## config.mk

```make
export PLATFORM = sky130hd
export DESIGN_NAME = rom_sequencer_flat
export DESIGN_NICKNAME = d
export VERILOG_FILES = /design/src/rtl/rom_sequencer_if.sv /design/src/rtl/rom_sequencer.sv /design/src/flat_wrapper.sv
export SDC_FILE = /design/constraint.sdc
export NUM_CORES = 1
export LEC_CHECK = 0
export CORE_MARGIN = 2
export CORE_UTILIZATION = 41
export CTS_CLUSTER_SIZE = 10
export DETAILED_ROUTE_END_ITERATION = 10
export PLACE_DENSITY_LB_ADDON = 0.08
export SYNTH_ARGS = -nofsm -noshare
export SYNTH_HDL_FRONTEND = slang
export SYNTH_SLANG_ARGS = --single-unit
```

## constraint.sdc

```tcl
create_clock -name clk -period 3.9 [get_ports clk]
set_input_delay 0.39 -clock clk [delete_from_list [all_inputs] [get_ports clk]]
set_output_delay 0.39 -clock clk [all_outputs]
set_load 0.01 [all_outputs]
```

## src/rtl/rom_sequencer_if.sv

```systemverilog
`default_nettype none
// ============================================================================
//  Module   : rom_sequencer_if
//  Brief    : Control, ROM-port and sample-stream signals of rom_sequencer.
//  Revision : 1.0
// ============================================================================
interface rom_sequencer_if #(
    parameter int ADDR_W = 8,
    parameter int DATA_W = 8
);
    logic              start;
    logic              stop;
    logic [1:0]        mode;
    logic [ADDR_W-1:0] start_addr;
    logic [ADDR_W-1:0] end_addr;
    logic [ADDR_W-1:0] step;
    logic [ADDR_W-1:0] rom_addr;
    logic [DATA_W-1:0] rom_q;
    logic [DATA_W-1:0] data;
    logic [ADDR_W-1:0] data_addr;
    logic              data_valid;
    logic              busy;
    logic              done;

    modport slave (
        input  start, stop, mode, start_addr, end_addr, step, rom_q,
        output rom_addr, data, data_addr, data_valid, busy, done
    );

    modport master (
        output start, stop, mode, start_addr, end_addr, step, rom_q,
        input  rom_addr, data, data_addr, data_valid, busy, done
    );
endinterface
`default_nettype wire

```

## src/rtl/rom_sequencer.sv

```systemverilog
`default_nettype none
// ============================================================================
//  Module   : rom_sequencer
//  Brief    : Scans a ROM address window (single-shot, loop, ping-pong) and
//             streams each sample with the address that produced it.
//  Revision : 1.0
// ============================================================================
module rom_sequencer #(
    parameter int ADDR_W  = 8,
    parameter int DATA_W  = 8,
    parameter int LATENCY = 1
) (
    input  logic            clk,
    input  logic            rst,
    rom_sequencer_if.slave  bus
);

    typedef enum logic [1:0] {
        S_IDLE  = 2'd0,
        S_RUN   = 2'd1,
        S_DRAIN = 2'd2
    } state_t;

    state_t              state_q, state_d;
    logic [ADDR_W-1:0]   rom_addr_q, rom_addr_d;
    logic                issue_q, issue_d;
    logic                dir_up_q, dir_up_d;
    logic [1:0]          mode_q, mode_d;
    logic [ADDR_W-1:0]   win_start_q, win_start_d;
    logic [ADDR_W-1:0]   win_end_q, win_end_d;
    logic [ADDR_W-1:0]   step_q, step_d;
    logic                done_q, done_d;
    logic [DATA_W-1:0]   data_q, data_d;
    logic [ADDR_W-1:0]   data_addr_q, data_addr_d;
    logic                data_valid_q, data_valid_d;
    logic [LATENCY-1:0]  vld_pipe_q, vld_pipe_d;
    logic [ADDR_W-1:0]   addr_pipe_q [LATENCY];
    logic [ADDR_W-1:0]   addr_pipe_d [LATENCY];

    logic [ADDR_W:0]     step_eff;
    logic [ADDR_W:0]     up_cand;
    logic                up_out;
    logic                dn_out;
    logic [ADDR_W-1:0]   dn_cand;
    logic [ADDR_W-1:0]   up_clamped;
    logic [ADDR_W-1:0]   dn_clamped;
    logic                in_flight;

    // One extra bit so an increment past the top of the address space is seen
    // as leaving the window instead of wrapping back into it.
    always_comb begin
        step_eff   = (step_q == '0) ? (ADDR_W+1)'(1) : {1'b0, step_q};
        up_cand    = {1'b0, rom_addr_q} + step_eff;
        up_out     = up_cand > {1'b0, win_end_q};
        dn_out     = {1'b0, rom_addr_q} < ({1'b0, win_start_q} + step_eff);
        dn_cand    = rom_addr_q - step_eff[ADDR_W-1:0];
        up_clamped = up_out ? win_end_q : up_cand[ADDR_W-1:0];
        dn_clamped = dn_out ? win_start_q : dn_cand;
        in_flight  = issue_q | (|vld_pipe_q);
    end

    always_comb begin
        state_d     = state_q;
        rom_addr_d  = rom_addr_q;
        issue_d     = 1'b0;
        dir_up_d    = dir_up_q;
        mode_d      = mode_q;
        win_start_d = win_start_q;
        win_end_d   = win_end_q;
        step_d      = step_q;
        done_d      = 1'b0;

        case (state_q)
            S_IDLE: begin
                if (bus.start) begin
                    mode_d      = bus.mode;
                    win_start_d = bus.start_addr;
                    win_end_d   = bus.end_addr;
                    step_d      = bus.step;
                    dir_up_d    = 1'b1;
                    if (bus.start_addr > bus.end_addr) begin
                        state_d = S_DRAIN;
                    end else begin
                        rom_addr_d = bus.start_addr;
                        issue_d    = 1'b1;
                        state_d    = S_RUN;
                    end
                end
            end

            S_RUN: begin
                if (bus.stop) begin
                    state_d = S_DRAIN;
                end else begin
                    case (mode_q)
                        2'd1: begin
                            issue_d    = 1'b1;
                            rom_addr_d = up_out ? win_start_q : up_cand[ADDR_W-1:0];
                        end
                        2'd2: begin
                            issue_d = 1'b1;
                            if (dir_up_q) begin
                                if (up_out) begin
                                    dir_up_d   = 1'b0;
                                    rom_addr_d = dn_clamped;
                                end else begin
                                    rom_addr_d = up_cand[ADDR_W-1:0];
                                end
                            end else begin
                                if (dn_out) begin
                                    dir_up_d   = 1'b1;
                                    rom_addr_d = up_clamped;
                                end else begin
                                    rom_addr_d = dn_cand;
                                end
                            end
                        end
                        default: begin
                            if (up_out) begin
                                state_d = S_DRAIN;
                            end else begin
                                issue_d    = 1'b1;
                                rom_addr_d = up_cand[ADDR_W-1:0];
                            end
                        end
                    endcase
                end
            end

            S_DRAIN: begin
                if (!in_flight) begin
                    state_d = S_IDLE;
                    done_d  = 1'b1;
                end
            end

            default: state_d = S_IDLE;
        endcase
    end

    // Read-tracking pipeline: the tail stage lines up with rom_q for its address.
    always_comb begin
        vld_pipe_d     = vld_pipe_q;
        addr_pipe_d    = addr_pipe_q;
        vld_pipe_d[0]  = issue_q;
        addr_pipe_d[0] = rom_addr_q;
        for (int i = 1; i < LATENCY; i++) begin
            vld_pipe_d[i]  = vld_pipe_q[i-1];
            addr_pipe_d[i] = addr_pipe_q[i-1];
        end

        data_d       = data_q;
        data_addr_d  = data_addr_q;
        data_valid_d = vld_pipe_q[LATENCY-1];
        if (vld_pipe_q[LATENCY-1]) begin
            data_d      = bus.rom_q;
            data_addr_d = addr_pipe_q[LATENCY-1];
        end
    end

    always_ff @(posedge clk) begin
        if (rst) begin
            state_q      <= S_IDLE;
            rom_addr_q   <= '0;
            issue_q      <= 1'b0;
            dir_up_q     <= 1'b1;
            mode_q       <= '0;
            win_start_q  <= '0;
            win_end_q    <= '0;
            step_q       <= '0;
            done_q       <= 1'b0;
            data_q       <= '0;
            data_addr_q  <= '0;
            data_valid_q <= 1'b0;
            vld_pipe_q   <= '0;
            for (int i = 0; i < LATENCY; i++) begin
                addr_pipe_q[i] <= '0;
            end
        end else begin
            state_q      <= state_d;
            rom_addr_q   <= rom_addr_d;
            issue_q      <= issue_d;
            dir_up_q     <= dir_up_d;
            mode_q       <= mode_d;
            win_start_q  <= win_start_d;
            win_end_q    <= win_end_d;
            step_q       <= step_d;
            done_q       <= done_d;
            data_q       <= data_d;
            data_addr_q  <= data_addr_d;
            data_valid_q <= data_valid_d;
            vld_pipe_q   <= vld_pipe_d;
            addr_pipe_q  <= addr_pipe_d;
        end
    end

    assign bus.rom_addr   = rom_addr_q;
    assign bus.data       = data_q;
    assign bus.data_addr  = data_addr_q;
    assign bus.data_valid = data_valid_q;
    assign bus.busy       = (state_q != S_IDLE);
    assign bus.done       = done_q;

endmodule
`default_nettype wire

```

## src/flat_wrapper.sv

```systemverilog
// flat-port wrapper written by rule: the top's interface ports become plain ports
module rom_sequencer_flat 
#(
    parameter int ADDR_W  = 8,
    parameter int DATA_W  = 8,
    parameter int LATENCY = 1
)
  (clk, rst, bus_start, bus_stop, bus_mode, bus_start_addr, bus_end_addr, bus_step, bus_rom_q, bus_rom_addr, bus_data, bus_data_addr, bus_data_valid, bus_busy, bus_done);
  rom_sequencer_if #(.ADDR_W(ADDR_W), .DATA_W(DATA_W)) bus_i ();
  input  logic clk;
  input  logic rst;
  input wire logic [$bits(bus_i.start)-1:0] bus_start;
  input wire logic [$bits(bus_i.stop)-1:0] bus_stop;
  input wire logic [$bits(bus_i.mode)-1:0] bus_mode;
  input wire logic [$bits(bus_i.start_addr)-1:0] bus_start_addr;
  input wire logic [$bits(bus_i.end_addr)-1:0] bus_end_addr;
  input wire logic [$bits(bus_i.step)-1:0] bus_step;
  input wire logic [$bits(bus_i.rom_q)-1:0] bus_rom_q;
  output wire logic [$bits(bus_i.rom_addr)-1:0] bus_rom_addr;
  output wire logic [$bits(bus_i.data)-1:0] bus_data;
  output wire logic [$bits(bus_i.data_addr)-1:0] bus_data_addr;
  output wire logic [$bits(bus_i.data_valid)-1:0] bus_data_valid;
  output wire logic [$bits(bus_i.busy)-1:0] bus_busy;
  output wire logic [$bits(bus_i.done)-1:0] bus_done;
  assign bus_i.start = bus_start;
  assign bus_i.stop = bus_stop;
  assign bus_i.mode = bus_mode;
  assign bus_i.start_addr = bus_start_addr;
  assign bus_i.end_addr = bus_end_addr;
  assign bus_i.step = bus_step;
  assign bus_i.rom_q = bus_rom_q;
  assign bus_rom_addr = bus_i.rom_addr;
  assign bus_data = bus_i.data;
  assign bus_data_addr = bus_i.data_addr;
  assign bus_data_valid = bus_i.data_valid;
  assign bus_busy = bus_i.busy;
  assign bus_done = bus_i.done;
  rom_sequencer #(.ADDR_W(ADDR_W), .DATA_W(DATA_W), .LATENCY(LATENCY)) u_core (.clk(clk), .rst(rst), .bus(bus_i));
endmodule
```

==> flow_summary.ini, run 1 <==
[clock_network]
clock_latency_ps = 350
h-tree-depth = 3
numCtsBuffers = 9
path_clk_slew_ps = 80
cts_tree = done
ctsLongestPathBuffers = 2
cts_num_sinks = 65
ctsHoldBuffers = 0
cts_root_buf = clkbuf_8

[sta]
slew_violations = 0
finalSetupViolCount = 9
period_minus_slack_ps = 4140
tightest_slew_ps = 980
rsz0062_at_grt = yes
final.setup_skew_ps = 10.2
fin_ws_ps = -238
hold_ws_ps = 447
maxSlewHeadroom_pct = 34.6
finalHoldViolCount = 0
max_freq_ghz = 0.242
period_share_pct = 106

[critical_path]
ff2ff_setup_slack_ps = -240
cpPeakStageDelay_ps = 570
cpLargestDelayFamily = compound AO/OA/AOI/OAI gates
cp.arrival_ps = 4340
crit_type = flip-flop to flip-flop
crit_path_top_delay_cell = a2111o_2
setup.worst_path.start = u_core.step_q[5]
crit_chain = nor4_4, a41o_1, buf_6, ha_4, fa_2, a211oi_2, o21bai_1, a21oi_1, xor2_1, ha_1, nand4_1, nand3_2, a31oi_4, a2111o_2, buf_4, nand2_4, mux2i_1, a2111oi_2, a2111oi_2
cpMostUsedCell = a2111oi_2
cp.required_ps = 4100
path_buf_inv = 2
endpoint_kind = flip-flop
r2r-start = u_core.step_q[5]
cp_max_fo = 7
critPathLaunchType = flip-flop

[layout]
area_growth_pct = 37.0
drive_gt1_share_pct = 20.0
layout_commonest_cell = nand2_1
final_cell_mix = nand2_1, buf_4, clkdlybuf4s50_1
nets = 759
antenna_cells = 0
fill_cells = 978

[global_routing]
grt_pass1_vias = 4237
grtUsageMet3_pct = 4.70
grt.met1_usage_pct = 32.3
grt_max_degree = 47
met2_usage_pct = 39.6
grt_busiest_layer = met2
track_usage_pct = 24.4
antenna_found_initial = 0
globalRouteOverflowTotal = 0
grt_pass1_wl_um = 22000

[min_path]
hold_path_startpoint = u_core.issue_q
hp-class = flip-flop to flip-flop

[logic_synthesis]
syn_avg_cell_area_um2 = 8.04
synth.distinct_cells = 62
synth_fp_nets = 641
synth-edff-count = 0
ys_ff_latch = 65
ys_seq_area_share_pct = 29.3
synth_cells = 552
yosys_warnings = 0
syn_area_um2 = 4440
ys_async_sr_fraction_pct = 0
ys.flop_type = dfxtp_1

[power_and_ir_drop]
p_total_w = 0.00373
p_per_area_nw_per_um2 = 613
peakVddDrop_uv = 364
p_leak_nw = 2.62

[die]
dieArea_um2 = 11700
initial_core_util_pct = 42.6
io_pins = 65
fp.dieW_um = 108
chipHeight_um = 108
rows = 37
core_um2 = 10400

[drt]
postRouteAntennaNets = 0
drtPass1Iterations = 5
drt_drc_violations_left = 0
routed_wirelength_um = 13900
drtIter0Drc = 354
vias_per_cell = 5.48
num_vias = 4444
drt-wirelength-per-cell_um = 17.1

[placed_design]
dpl.hpwl_um = 10800
port_buffers = 64
post-place-ws_ps = -447
routabilityCongestion = 0.939

[run]
maxCapViolations = 0

[outcome]
violations = setup timing
status = finished with violations
synth_stat cells (6+ instances only):
| cell type | n | area [um^2] |
|---|---|---|
| nand2_1 | 78 | 293 |
| dfxtp_1 | 65 | 1300 |
| nor2_1 | 49 | 184 |
| a21oi_1 | 48 | 240 |
| ha_1 | 48 | 601 |
| inv_1 | 37 | 139 |
| clkbuf_1 | 23 | 86.3 |
| mux2i_1 | 22 | 220 |
| nor2b_1 | 16 | 100 |
| o21ai_0 | 14 | 70.1 |
| xnor2_1 | 10 | 87.6 |
| a211oi_1 | 8 | 60.1 |
| nand3_1 | 8 | 40.0 |
| a21o_1 | 7 | 52.6 |
| o211ai_1 | 7 | 52.6 |
| o22ai_1 | 7 | 43.8 |
| xor2_1 | 7 | 61.3 |
| o21bai_1 | 6 | 45.0 |
sequential cells by signal, indices dropped and copies added (netlist names), 8 cells and up:
register	count
u_core.step_q	8
u_core.bus.data_addr	8
u_core.addr_pipe_q	8
u_core.win_start_q	8
u_core.bus.data	8
u_core.win_end_q	8
u_core.bus.rom_addr	8
routing by layer:
layer	wire length (um)	vias up
met5	0	-
met1	6240	2059
met4	417	0
li1	-	2178
met2	6300	175
met3	921	32
path summary, 6_finish.rpt:
check | to | depth (start not counted)
worst max-delay path | u_core.bus.rom_addr[0] | 19
worst min-delay path | u_core.bus.done | 1
worst max register to register | u_core.bus.rom_addr[0] | 19
worst min register to register | u_core.bus.done | 1
final cells by class:
cell class | instances | area, um^2 | share of cell area, %
clock inverter | 5 | 60.1 | 0.988
multi-input combinational | 418 | 3020 | 49.7
tap | 136 | 170 | 2.80
timing repair buffer | 139 | 1230 | 20.2
inverter | 37 | 139 | 2.28
sequential | 65 | 1310 | 21.5
clock buffer | 11 | 151 | 2.49
timing repair:
item | in CTS | in global routing
resized for setup | 18 | 20
endpoints found under the setup margin | 9 | 12
pin swaps | 21 | 25
setup buffers | 11 | 10
stage by stage:
stage          setup TNS, ps  util, %  instance area [um^2]  std cells
2_1_floorplan          -11.9        -                  4480        552
3_3_place_gp           -1540     53.5                  5570        775
3_5_place_dp           -3090     53.5                  5570        775
4_1_cts                 -401     57.0                  5940        802
5_1_grt                -3210     58.4                  6080        811
6_report               -1580     58.4                  6080        811
report_power, final:
part / leakage [nW] / internal, W / switching [W]
Clock: 0.106 / 0.000334 / 0.000279
Sequential: 0.534 / 0.000739 / 0.0000844
Combinational: 1.98 / 0.00113 / 0.00116
cells by family after synthesis:
| kind of cell | Yosys count | share of synthesized area (%) |
|---|---|---|
| buffers and inverters | 69 | 6.12 |
| AOI/OAI and AO/OA | 140 | 21.8 |
| and+or+nand+nor | 188 | 19.5 |
| muxes | 22 | 4.96 |
| xor gates and xnor gates | 17 | 3.35 |
| adders and majority gates | 51 | 14.9 |
| DFF | 65 | 29.3 |
Note: power is estimated with default switching activity, not from simulation.
==> inputs of run 2 (changes only) <==
CAP_MARGIN = 20   (was unset)
CORE_UTILIZATION = 40   (was 41)
SLEW_MARGIN = 20   (was unset)
==> run 2 against run 1 <==
Effect of this change:
- the run still ends with setup timing left
- critical path depth shrank 1
- die area grew 2.4%
- largest power group unchanged
- hold slack gained 6.1 ps
- routed wire length rose by 1.2%
- final cell count grew 0.12%
- sequential power down 0.5%
- clock power fell by 3.8%
- utilization down 2.0 points
- count of clock-buffer cells in the layout is the same
- highest routed layer unchanged
==> flow_summary.ini, run 2 (synthesized netlist as in run 1, its figures left out) <==
[critical_path]
crit_chain = nor4_4, a41o_1, ha_4, fa_2, nand2b_4, a221oi_4, nor2_1, o21bai_2, xnor2_2, ha_1, a21o_1, a211oi_2, a211oi_2, or3_4, nand2_4, mux2i_2, a2111oi_4, a2111oi_2
cpMostUsedCell = a211oi_2
cp.required_ps = 4150
crit_path_top_delay_cell = or3_4
crit_type = flip-flop to flip-flop
cp_max_fo = 5
critPathLaunchType = flip-flop
cpPeakStageDelay_ps = 460
endpoint_kind = flip-flop
cp.arrival_ps = 4390

[placed_design]
port_buffers = 64
routabilityCongestion = 0.893
dpl.hpwl_um = 10500
post-place-ws_ps = -352

[outcome]
violations = setup timing
status = finished with violations

[power_and_ir_drop]
p_int_w = 0.00217
p_leak_nw = 2.60
switchingPower_w = 0.00156
p_per_area_nw_per_um2 = 611
p_sw_share_pct = 41.8
seq_power_share_pct = 22.0
pwr-share-clk_pct = 15.8
combPwrFrac_pct = 62.2
peakVddDrop_uv = 318

[drt]
num_vias = 4338
drt-wirelength-per-cell_um = 17.3
drtIter0Drc = 239
routed_wirelength_um = 14000
vias_per_cell = 5.34
drt_drc_violations_left = 0
postRouteAntennaNets = 0
drtPass1Iterations = 4

[die]
chipHeight_um = 109
io_pins = 65
rows = 38
fp.dieW_um = 109
dieArea_um2 = 12000
initial_core_util_pct = 40.9
core_um2 = 10800

[min_path]
hp-class = flip-flop to flip-flop

[sta]
maxSlewHeadroom_pct = 31.5
finalSetupViolCount = 8
fin_ws_ps = -240
max_freq_ghz = 0.242
final.setup_skew_ps = 12.7
tightest_slew_ps = 1030
hold_ws_ps = 453
period_minus_slack_ps = 4140
rsz0062_at_grt = yes
finalHoldViolCount = 0
slew_violations = 0
period_share_pct = 106

[layout]
antenna_cells = 0
drive_gt1_share_pct = 20.4
multi_input_area_um2 = 3090
layout_commonest_cell = nand2_1
fill_cells = 1029
nets = 756
area_growth_pct = 37.6
seq_area_um2 = 1310
final_cell_mix = nand2_1, buf_4, clkdlybuf4s50_1

[clock_network]
cts_tree = done
ctsHoldBuffers = 0
h-tree-depth = 3
path_clk_slew_ps = 80
cts_num_sinks = 65
clock_latency_ps = 360
ctsLongestPathBuffers = 2
numCtsBuffers = 9
cts_root_buf = clkbuf_8

[global_routing]
track_usage_pct = 23.9
grt_pass1_wl_um = 21800
grt_max_degree = 35
antenna_found_initial = 0
grt_pass1_vias = 4207
globalRouteOverflowTotal = 0

[run]
maxCapViolations = 0
==> run 2: area by class of cell <==
cell class | count | area share (%)
Tap cell | 140 | 2.87
Multi-Input combinational cell | 418 | 50.5
Timing Repair Buffer | 136 | 19.8
Clock buffer | 11 | 2.15
Sequential cell | 65 | 21.4
Clock inverter | 5 | 0.922
Inverter | 37 | 2.27
==> run 2: path summary, 6_finish.rpt <==
kind,start,to,slack [ps],cells past startpoint
setup / recovery,u_core.step_q[7],u_core.bus.rom_addr[0],-240,18
setup reg to reg,u_core.step_q[7],u_core.bus.rom_addr[0],-240,18
hold / removal,u_core.issue_q,u_core.bus.done,450,1
hold reg to reg,u_core.issue_q,u_core.bus.done,450,1
==> run 2: through the flow <==
| stage | cell area, um^2 | utilization (%) | setup TNS [ps] | total power [W] | std cells |
|---|---|---|---|---|---|
| floorplan | 4480 | - | -11.9 | 0.00206 | 552 |
| global placement | 5620 | 51.9 | -1800 | 0.00282 | 785 |
| detailed placement | 5620 | 51.9 | -2490 | 0.00284 | 785 |
| CTS | 5950 | 54.9 | -1120 | 0.00359 | 811 |
| global route | 6110 | 56.3 | -3560 | 0.00396 | 812 |
| finish | 6110 | 56.3 | -1670 | 0.00373 | 812 |
==> run 2: repair_timing <==
action                                  4_1_cts  5_1_grt
gates cloned                                  2        0
pin swaps                                    15       21
gates resized for setup                      17       32
buffers inserted                              8        3
endpoints found under the setup margin       10       12
==> run 2: critical path, delay by kind of cell, from the launching register on <==
kind	cells	cell delay [ps]
AOI/OAI and AO/OA	8	1600
xor gates and xnor gates	1	110
adders and majority gates	3	710
DFF	1	340
muxes	1	270
and+or+nand+nor	5	990
==> run 2: per-layer routing <==
metal	vias to the layer above	part of all wire [%]	track usage (%)
li1	2160	-	-
met3	30	4.8	3.32
met5	-	0	0
met1	2028	46	32.5
met4	0	3.0	10.1
met2	120	46	38.1
==> run 2: power by group through the flow <==
| stage | Sequential, W | Combinational [W] | Clock, W |
|---|---|---|---|
| 2_1_floorplan | 0.000822 | 0.00124 | 0 |
| 5_1_grt | 0.000829 | 0.00251 | 0.000628 |
| 3_3_place_gp | 0.000827 | 0.00199 | 0 |
| 3_5_place_dp | 0.000830 | 0.00201 | 0 |
| 4_1_cts | 0.000815 | 0.00217 | 0.000597 |
| 6_report | 0.000820 | 0.00232 | 0.000590 |
